==> config.mk <==
export PLATFORM = sky130hd
export DESIGN_NAME = ram_burst_master
export DESIGN_NICKNAME = d
export VERILOG_FILES = /design/src/rtl/ram_burst_master.sv
export SDC_FILE = /design/constraint.sdc
export NUM_CORES = 1
export LEC_CHECK = 0
export BUFFER_PORTS_ARGS = -buffer_cell sky130_fd_sc_hd__buf_2
export CAP_MARGIN = 20
export CORE_MARGIN = 1.5
export CORE_UTILIZATION = 41
export DETAILED_ROUTE_END_ITERATION = 16
export GPL_TIMING_DRIVEN = 0
export PLACE_DENSITY = 0.82
export SLEW_MARGIN = 20
export SYNTH_ARGS = -nofsm -noshare
export SYNTH_HDL_FRONTEND = slang
export SYNTH_SLANG_ARGS = --single-unit
export TNS_END_PERCENT = 5
==> constraint.sdc <==
create_clock -name clk -period 1.5 [get_ports clk]
set_input_delay 0.15 -clock clk [delete_from_list [all_inputs] [get_ports clk]]
set_output_delay 0.15 -clock clk [all_outputs]
set_load 0.05 [all_outputs]
==> src/rtl/ram_burst_master.sv <==
// ram_burst_master
//   Burst initiator for a single-port synchronous RAM. It accepts one burst
//   command at a time over a valid/ready handshake and then performs
//   cmd_len+1 accesses at consecutive addresses. Addresses wrap modulo
//   2^ADDR_W.
//   - Write bursts take their data from a valid/ready stream. A gap in that
//     stream stalls the burst.
//   - Read bursts issue one address per cycle. The data comes back as a
//     valid-only stream, two cycles after each address is issued.
//
// Ports
//   clk, rst_n                      clock, asynchronous active-low reset
//   cmd_valid/cmd_ready             command handshake
//   cmd_write, cmd_addr, cmd_len    burst direction, start address, beats-1
//   wr_data_valid/wr_data_ready     write beat handshake
//   wr_data                         write beat payload
//   rd_data_valid, rd_data          read beat stream (no backpressure)
//   busy                            burst in progress, including the read tail
//   ram_address, ram_data_in        RAM address and RAM write data
//   ram_write_enable                RAM write enable
//   ram_data_out                    RAM read data (one cycle after the address)
module ram_burst_master #(
  parameter int DATA_W = 8,
  parameter int ADDR_W = 6,
  parameter int LEN_W  = 3
) (
  input  logic              clk,
  input  logic              rst_n,
  input  logic              cmd_valid,
  output logic              cmd_ready,
  input  logic              cmd_write,
  input  logic [ADDR_W-1:0] cmd_addr,
  input  logic [LEN_W-1:0]  cmd_len,
  input  logic              wr_data_valid,
  output logic              wr_data_ready,
  input  logic [DATA_W-1:0] wr_data,
  output logic              rd_data_valid,
  output logic [DATA_W-1:0] rd_data,
  output logic              busy,
  output logic [ADDR_W-1:0] ram_address,
  output logic [DATA_W-1:0] ram_data_in,
  output logic              ram_write_enable,
  input  logic [DATA_W-1:0] ram_data_out
);

  typedef enum logic [1:0] {IDLE, WRITE, READ, DRAIN} state_t;

  state_t            state, state_nxt;
  logic [ADDR_W-1:0] cur_addr, cur_addr_nxt;
  logic [LEN_W-1:0]  remaining, remaining_nxt;
  logic              issue;
  logic              issue_q;

  always_ff @(posedge clk or negedge rst_n) begin
    if (!rst_n) begin
      state     <= IDLE;
      cur_addr  <= '0;
      remaining <= '0;
    end else begin
      state     <= state_nxt;
      cur_addr  <= cur_addr_nxt;
      remaining <= remaining_nxt;
    end
  end

  always_comb begin
    state_nxt        = state;
    cur_addr_nxt     = cur_addr;
    remaining_nxt    = remaining;
    issue            = 1'b0;
    cmd_ready        = 1'b0;
    wr_data_ready    = 1'b0;
    ram_write_enable = 1'b0;
    case (state)
      IDLE: begin
        cmd_ready = 1'b1;
        if (cmd_valid) begin
          cur_addr_nxt  = cmd_addr;
          remaining_nxt = cmd_len;
          state_nxt     = cmd_write ? WRITE : READ;
        end
      end
      WRITE: begin
        wr_data_ready    = 1'b1;
        // The RAM write is tied straight to the beat handshake. An async
        // reset forces state to IDLE, so the write enable drops at once.
        ram_write_enable = wr_data_valid;
        if (wr_data_valid) begin
          cur_addr_nxt  = cur_addr + 1'b1;
          remaining_nxt = remaining - 1'b1;
          if (remaining == '0) state_nxt = IDLE;
        end
      end
      READ: begin
        issue = 1'b1;
        if (remaining == '0) begin
          state_nxt = DRAIN;
        end else begin
          cur_addr_nxt  = cur_addr + 1'b1;
          remaining_nxt = remaining - 1'b1;
        end
      end
      DRAIN: begin
        // Gives the last issued address time to reach rd_data before IDLE.
        state_nxt = IDLE;
      end
      default: state_nxt = IDLE;
    endcase
  end

  // Stage 1: the address issued last cycle is now registered in the RAM.
  // Stage 2: capture the RAM output and present it as a read beat.
  always_ff @(posedge clk or negedge rst_n) begin
    if (!rst_n) begin
      issue_q       <= 1'b0;
      rd_data_valid <= 1'b0;
      rd_data       <= '0;
    end else begin
      issue_q       <= issue;
      rd_data_valid <= issue_q;
      if (issue_q) rd_data <= ram_data_out;
    end
  end

  assign ram_address = cur_addr;
  assign ram_data_in = wr_data;
  assign busy        = (state != IDLE) | issue_q;

endmodule

* After elaboration in Yosys (flattened, before gate mapping)
Cells that the tools add are included. Widths: inputs -> output; s select.
Operators by class: add/subtract/negate cells 2, $mul 0, div/mod/pow operators 0, order comparisons 0, equality and inequality tests 8, shift operators 0, muxes and demuxes 18, bitwise gates (word level) 1, reductions and logical operators 6
Operator list (count):
- $mux 6 | 3
- $pmux 6 s3 | 1
- $mux 2 | 5
- $ne 2x2->1 const B | 5
- $mux 3 | 3
- $pmux 3 s3 | 1
- $pmux 2 s4 | 1
- $reduce_and 4->1 | 2
- $add 6x1->6 const B | 1
- $eq 2x2->1 const B | 2
- $mux 1 | 4
- $logic_not 3->1 | 1
- $reduce_bool 3->1 | 1
- $sub 3x1->3 const B | 1
- $eq 2x1->1 const B | 1
- $logic_not 2->1 | 1
- $reduce_bool 2->1 | 1
- $or 1x1->1 | 1
Storage, ports and cells: flip-flop bits (word level) 21, latch bits 0, bits in writable memories 0, ROM bits 0, bits of input ports 30, output and inout port bits 27, word-level logic and storage cells 41, memories kept 0

* Depth between registers and ports, before layout
depth in word-level cells 4, mapped depth 7, gate-level depth less buffers 6

* Worst setup path after synthesis
Ideal clock, no wire load.
path kind reg2reg, start register state[0], end register cur_addr[3] (netlist: ram_address[3]), setup time 0.124 ns, arrival 1.744 ns, required time 1.376 ns, path slack -0.368 ns, cell stages (with the launch flop) 8, buffers on the path 1, period minus slack after synthesis 1.868 ns, path through dfrtp_1 > inv_1 > ha_1 > nor2b_4 > nor4_4 > buf_4 > mux2i_1 > nand2_1
Between the ends: longest elaborated chain between the ends 3, elaborated cells on any way between the ends 9, classes of those cells 5 x eq/ne; 1 x mux; 3 x reduce/logical
Ends and longest elaborated chain:
- from (decl) | RTL line 48 | state_t state, state_nxt;
- from (signal assigned) | RTL line 60 | state <= state_nxt;
- $eq 2x2->1, or another cell as far along | RTL line 74 | case (state)
- $ne 2x2->1 (no source line) or $reduce_bool 3->1 (tied branches)
- $reduce_and 4->1 (no source line)
- to (signal assigned) | RTL line 61 | cur_addr <= cur_addr_nxt;
- to (decl) | RTL line 49 | logic [ADDR_W-1:0] cur_addr, cur_addr_nxt;
Several ways; a longest one is shown, not always the timed one. A chain may end at the register's enable or synchronous reset.

* Worst setup path after layout
Same ends and word-level chain as after synthesis.

==> flow_metrics.py <==
metrics = {
    "grt": {
        "grt_pass1_wl_um": 4440,
        "met3_usage_pct": 5.07,
        "antenna_found_initial": 0,
        "grt_max_degree": 22,
        "globalRouteOverflowTotal": 0,
        "grt_use_met1_pct": 20.2,
        "busiest_layer": "met2",
        "grt_usage_pct": 17.6,
        "grt_pass1_vias": 1021,
        "grtUsageMet2_pct": 31.0,
    },
    "route": {
        "drtIter0Drc": 14,
        "avgViaCountPerCell": 5.22,
        "wirelength_um": 2580,
        "route.detailed.wl_per_inst_um": 12.7,
        "vias": 1059,
        "ant_nets": 0,
        "first_pass_iters": 4,
        "route.detailed.drc": 0,
    },
    "timing": {
        "setup_viol": 10,
        "rsz0062_at_grt": "true",
        "setup_tns_ns": -1.55,
        "finClkSkew_ns": 0.00903,
        "clock.fmax_ghz": 0.586,
        "finalCritPeriodShare_pct": 114,
        "slew_violations": 0,
        "min_period_ns": 1.71,
        "slew_headroom_pct": 68.7,
        "setup_slack_ns": -0.207,
        "worstMarginPinSlew_ns": 0.469,
        "hold_viol": 0,
    },
    "setup_path": {
        "slowest_stage": "dfrtp_2",
        "start_kind": "register",
        "r2r_setup_slack_ns": -0.21,
        "reg2regPathDepth": 7,
        "cp_data_arrival_time_ns": 1.92,
        "regToRegEndpoint": "ram_address[3]",
        "cp_slowest_stage_delay_ns": 0.46,
        "r2r_start": "state[0]",
        "path_cells": "inv_4 > ha_4 > nor2b_4 > nor4_4 > buf_6 > mux2i_1 > nand2_1",
        "cp-end-kind": "register",
        "worstPathRequired_ns": 1.71,
        "worst-setup-path-type": "register to register",
        "cp_max_fo": 5,
    },
    "run_status": {
        "status": "finished with violations",
        "violations": "setup timing",
    },
    "logic_synthesis": {
        "synth_area_um2": 1190,
        "yosys.area.top_type": "dfrtp_1",
        "synthFlopType": "dfrtp_1",
        "synth_cell_type_count": 32,
        "ys_async_sr_fraction_pct": 100,
        "yosys-top-cells-area": "dfrtp_1 (44%), mux2_2 (7.6%), ha_1 (7.4%)",
        "synth-edff-count": 0,
        "yosysWarnings": 0,
        "synth_top_area_share_pct": 44.1,
        "synth-seq-cells": 21,
        "synthCells": 115,
        "seq_area_frac_synth_pct": 44.1,
        "yosys-top-cells-count": "dfrtp_1 (21), nand2_1 (11), buf_4 (10)",
        "yosysMostFrequentCell": "dfrtp_1",
        "syn_area_per_cell_um2": 10.4,
        "synth_fp_nets": 152,
    },
    "cts": {
        "clock_latency_ns": 0.31,
        "cts_tree": "built",
        "cts_buffers": 3,
        "cts.clk_slew.worst_paths_ns": 0.12,
        "cts_buffer_depth": 2,
        "cts_sinks": 21,
        "htree_num_levels": 1,
        "cts_root_buf": "clkbuf_4",
    },
    "cells_and_area": {
        "insertedDiodeCount": 0,
        "final_cell_area_um2": 1620,
        "drive_above_1_share_pct": 51.2,
        "nets": 210,
        "area_growth_pct": 35.8,
    },
    "hold_path": {
        "whs_path_depth": 3,
        "min-delay-start": "cmd_addr[3]",
        "min_to": "ram_address[3]",
        "hp-class": "input port to register",
    },
    "job": {
        "maxCapViolCount": 0,
    },
    "floorplanning": {
        "dieArea_um2": 3240,
        "die_w_um": 56.9,
        "num_rows": 19,
        "start_util_pct": 43.2,
        "die_height_um": 56.9,
        "core_um2": 2760,
        "pin_count": 57,
    },
    "place": {
        "place_ws_ns": -0.374,
        "dpl.hpwl_um": 1990,
        "place.port_buffers": 48,
        "placed_cell_area_um2": 1520,
        "routabilityCongestion": 0.823,
    },
}
[state kept, by name, indices dropped and copies added (netlist names)]
name / flops
ram_address: 6
state: 2
remaining: 3
rd_data: 8
issue_q: 1
rd_data_valid: 1
[how the worst max path moves through the flow]
stage,from,end,cells after the start
finish,state[0],ram_address[3],7
global route,state[1],ram_address[4],7
CTS,state[1],ram_address[3],7
detailed placement,state[0],ram_address[3],7
global placement,state[0],ram_address[3],7
floorplan,state[0],ram_address[3],7
[critical path, delay by kind of cell, from the launching register on]
| family | cells | cell delay [ns] |
|---|---|---|
| adder cells (fa/ha/maj) | 1 | 0.16 |
| AND/OR/NAND/NOR | 3 | 0.57 |
| flip-flops | 1 | 0.46 |
| buffers and inverters | 2 | 0.25 |
| multiplexers | 1 | 0.17 |
[layout by cell type, fill, tap and decap left out, types with 2 or more instances in the layout]
master and instances:
inv_4 2, nand3_1 4, nand4b_1 3, nand2b_1 5
mux2_1 2, and3_1 2, mux2_2 8, o21ai_1 2
ha_4 3, ha_1 4, nor2_1 6, buf_2 47
buf_6 3, o21ai_0 2, nor2b_4 2, dfrtp_2 2
inv_1 4, dfrtp_1 19, buf_4 12, mux2i_1 3
a21oi_1 3, a31oi_1 4, nand2_1 11, clkbuf_4 3
[cell families (layout without fill, tap and decap cells)]
family | count (synthesis) | count (layout) | share of synthesized area, %
buf+inv | 19 | 76 | 9.24
flops | 21 | 21 | 44.1
fa+ha+maj | 7 | 7 | 7.35
simple gates | 41 | 41 | 20.4
mux | 13 | 13 | 12.0
compound gates | 14 | 14 | 6.93
[metal layers]
metal	wire length (µm)	vias to the layer above
met5	0	-
met4	31	0
met3	232	4
met2	1290	56
met1	1030	499
li1	-	500
[through the flow]
step           hold WS [ns]  utilization (%)  cells
6_report             0.0674             58.7    203
4_1_cts              0.0602             58.4    203
5_1_grt              0.0529             58.7    203
3_3_place_gp          0.123             54.9    194
3_5_place_dp          0.134             54.9    194
2_1_floorplan        -0.146                -    115
[repair_timing]
item / 4_1_cts / 5_1_grt
hold buffers: 1 / 0
endpoints found under the setup margin: 14 / 15
hold endpoints to repair: 21 / 0
resized for setup: 11 / 4
pin swaps: 2 / 2
gates cloned: 1 / 0
buffers inserted: 3 / 0
[area by class of cell]
class                      instances  area [µm²]
buffer                            12        88.8
clock buffer                       3        22.5
clock inverter                     1        5.00
fill                             230        1140
inverter                           7        31.3
multi-input combinational         75         603
sequential                        21         528
tap                               31        38.8
timing repair buffer              53         300
Power is not shown: default switching activity piles up to over one toggle a cycle in this logic, so the estimate is an artifact.
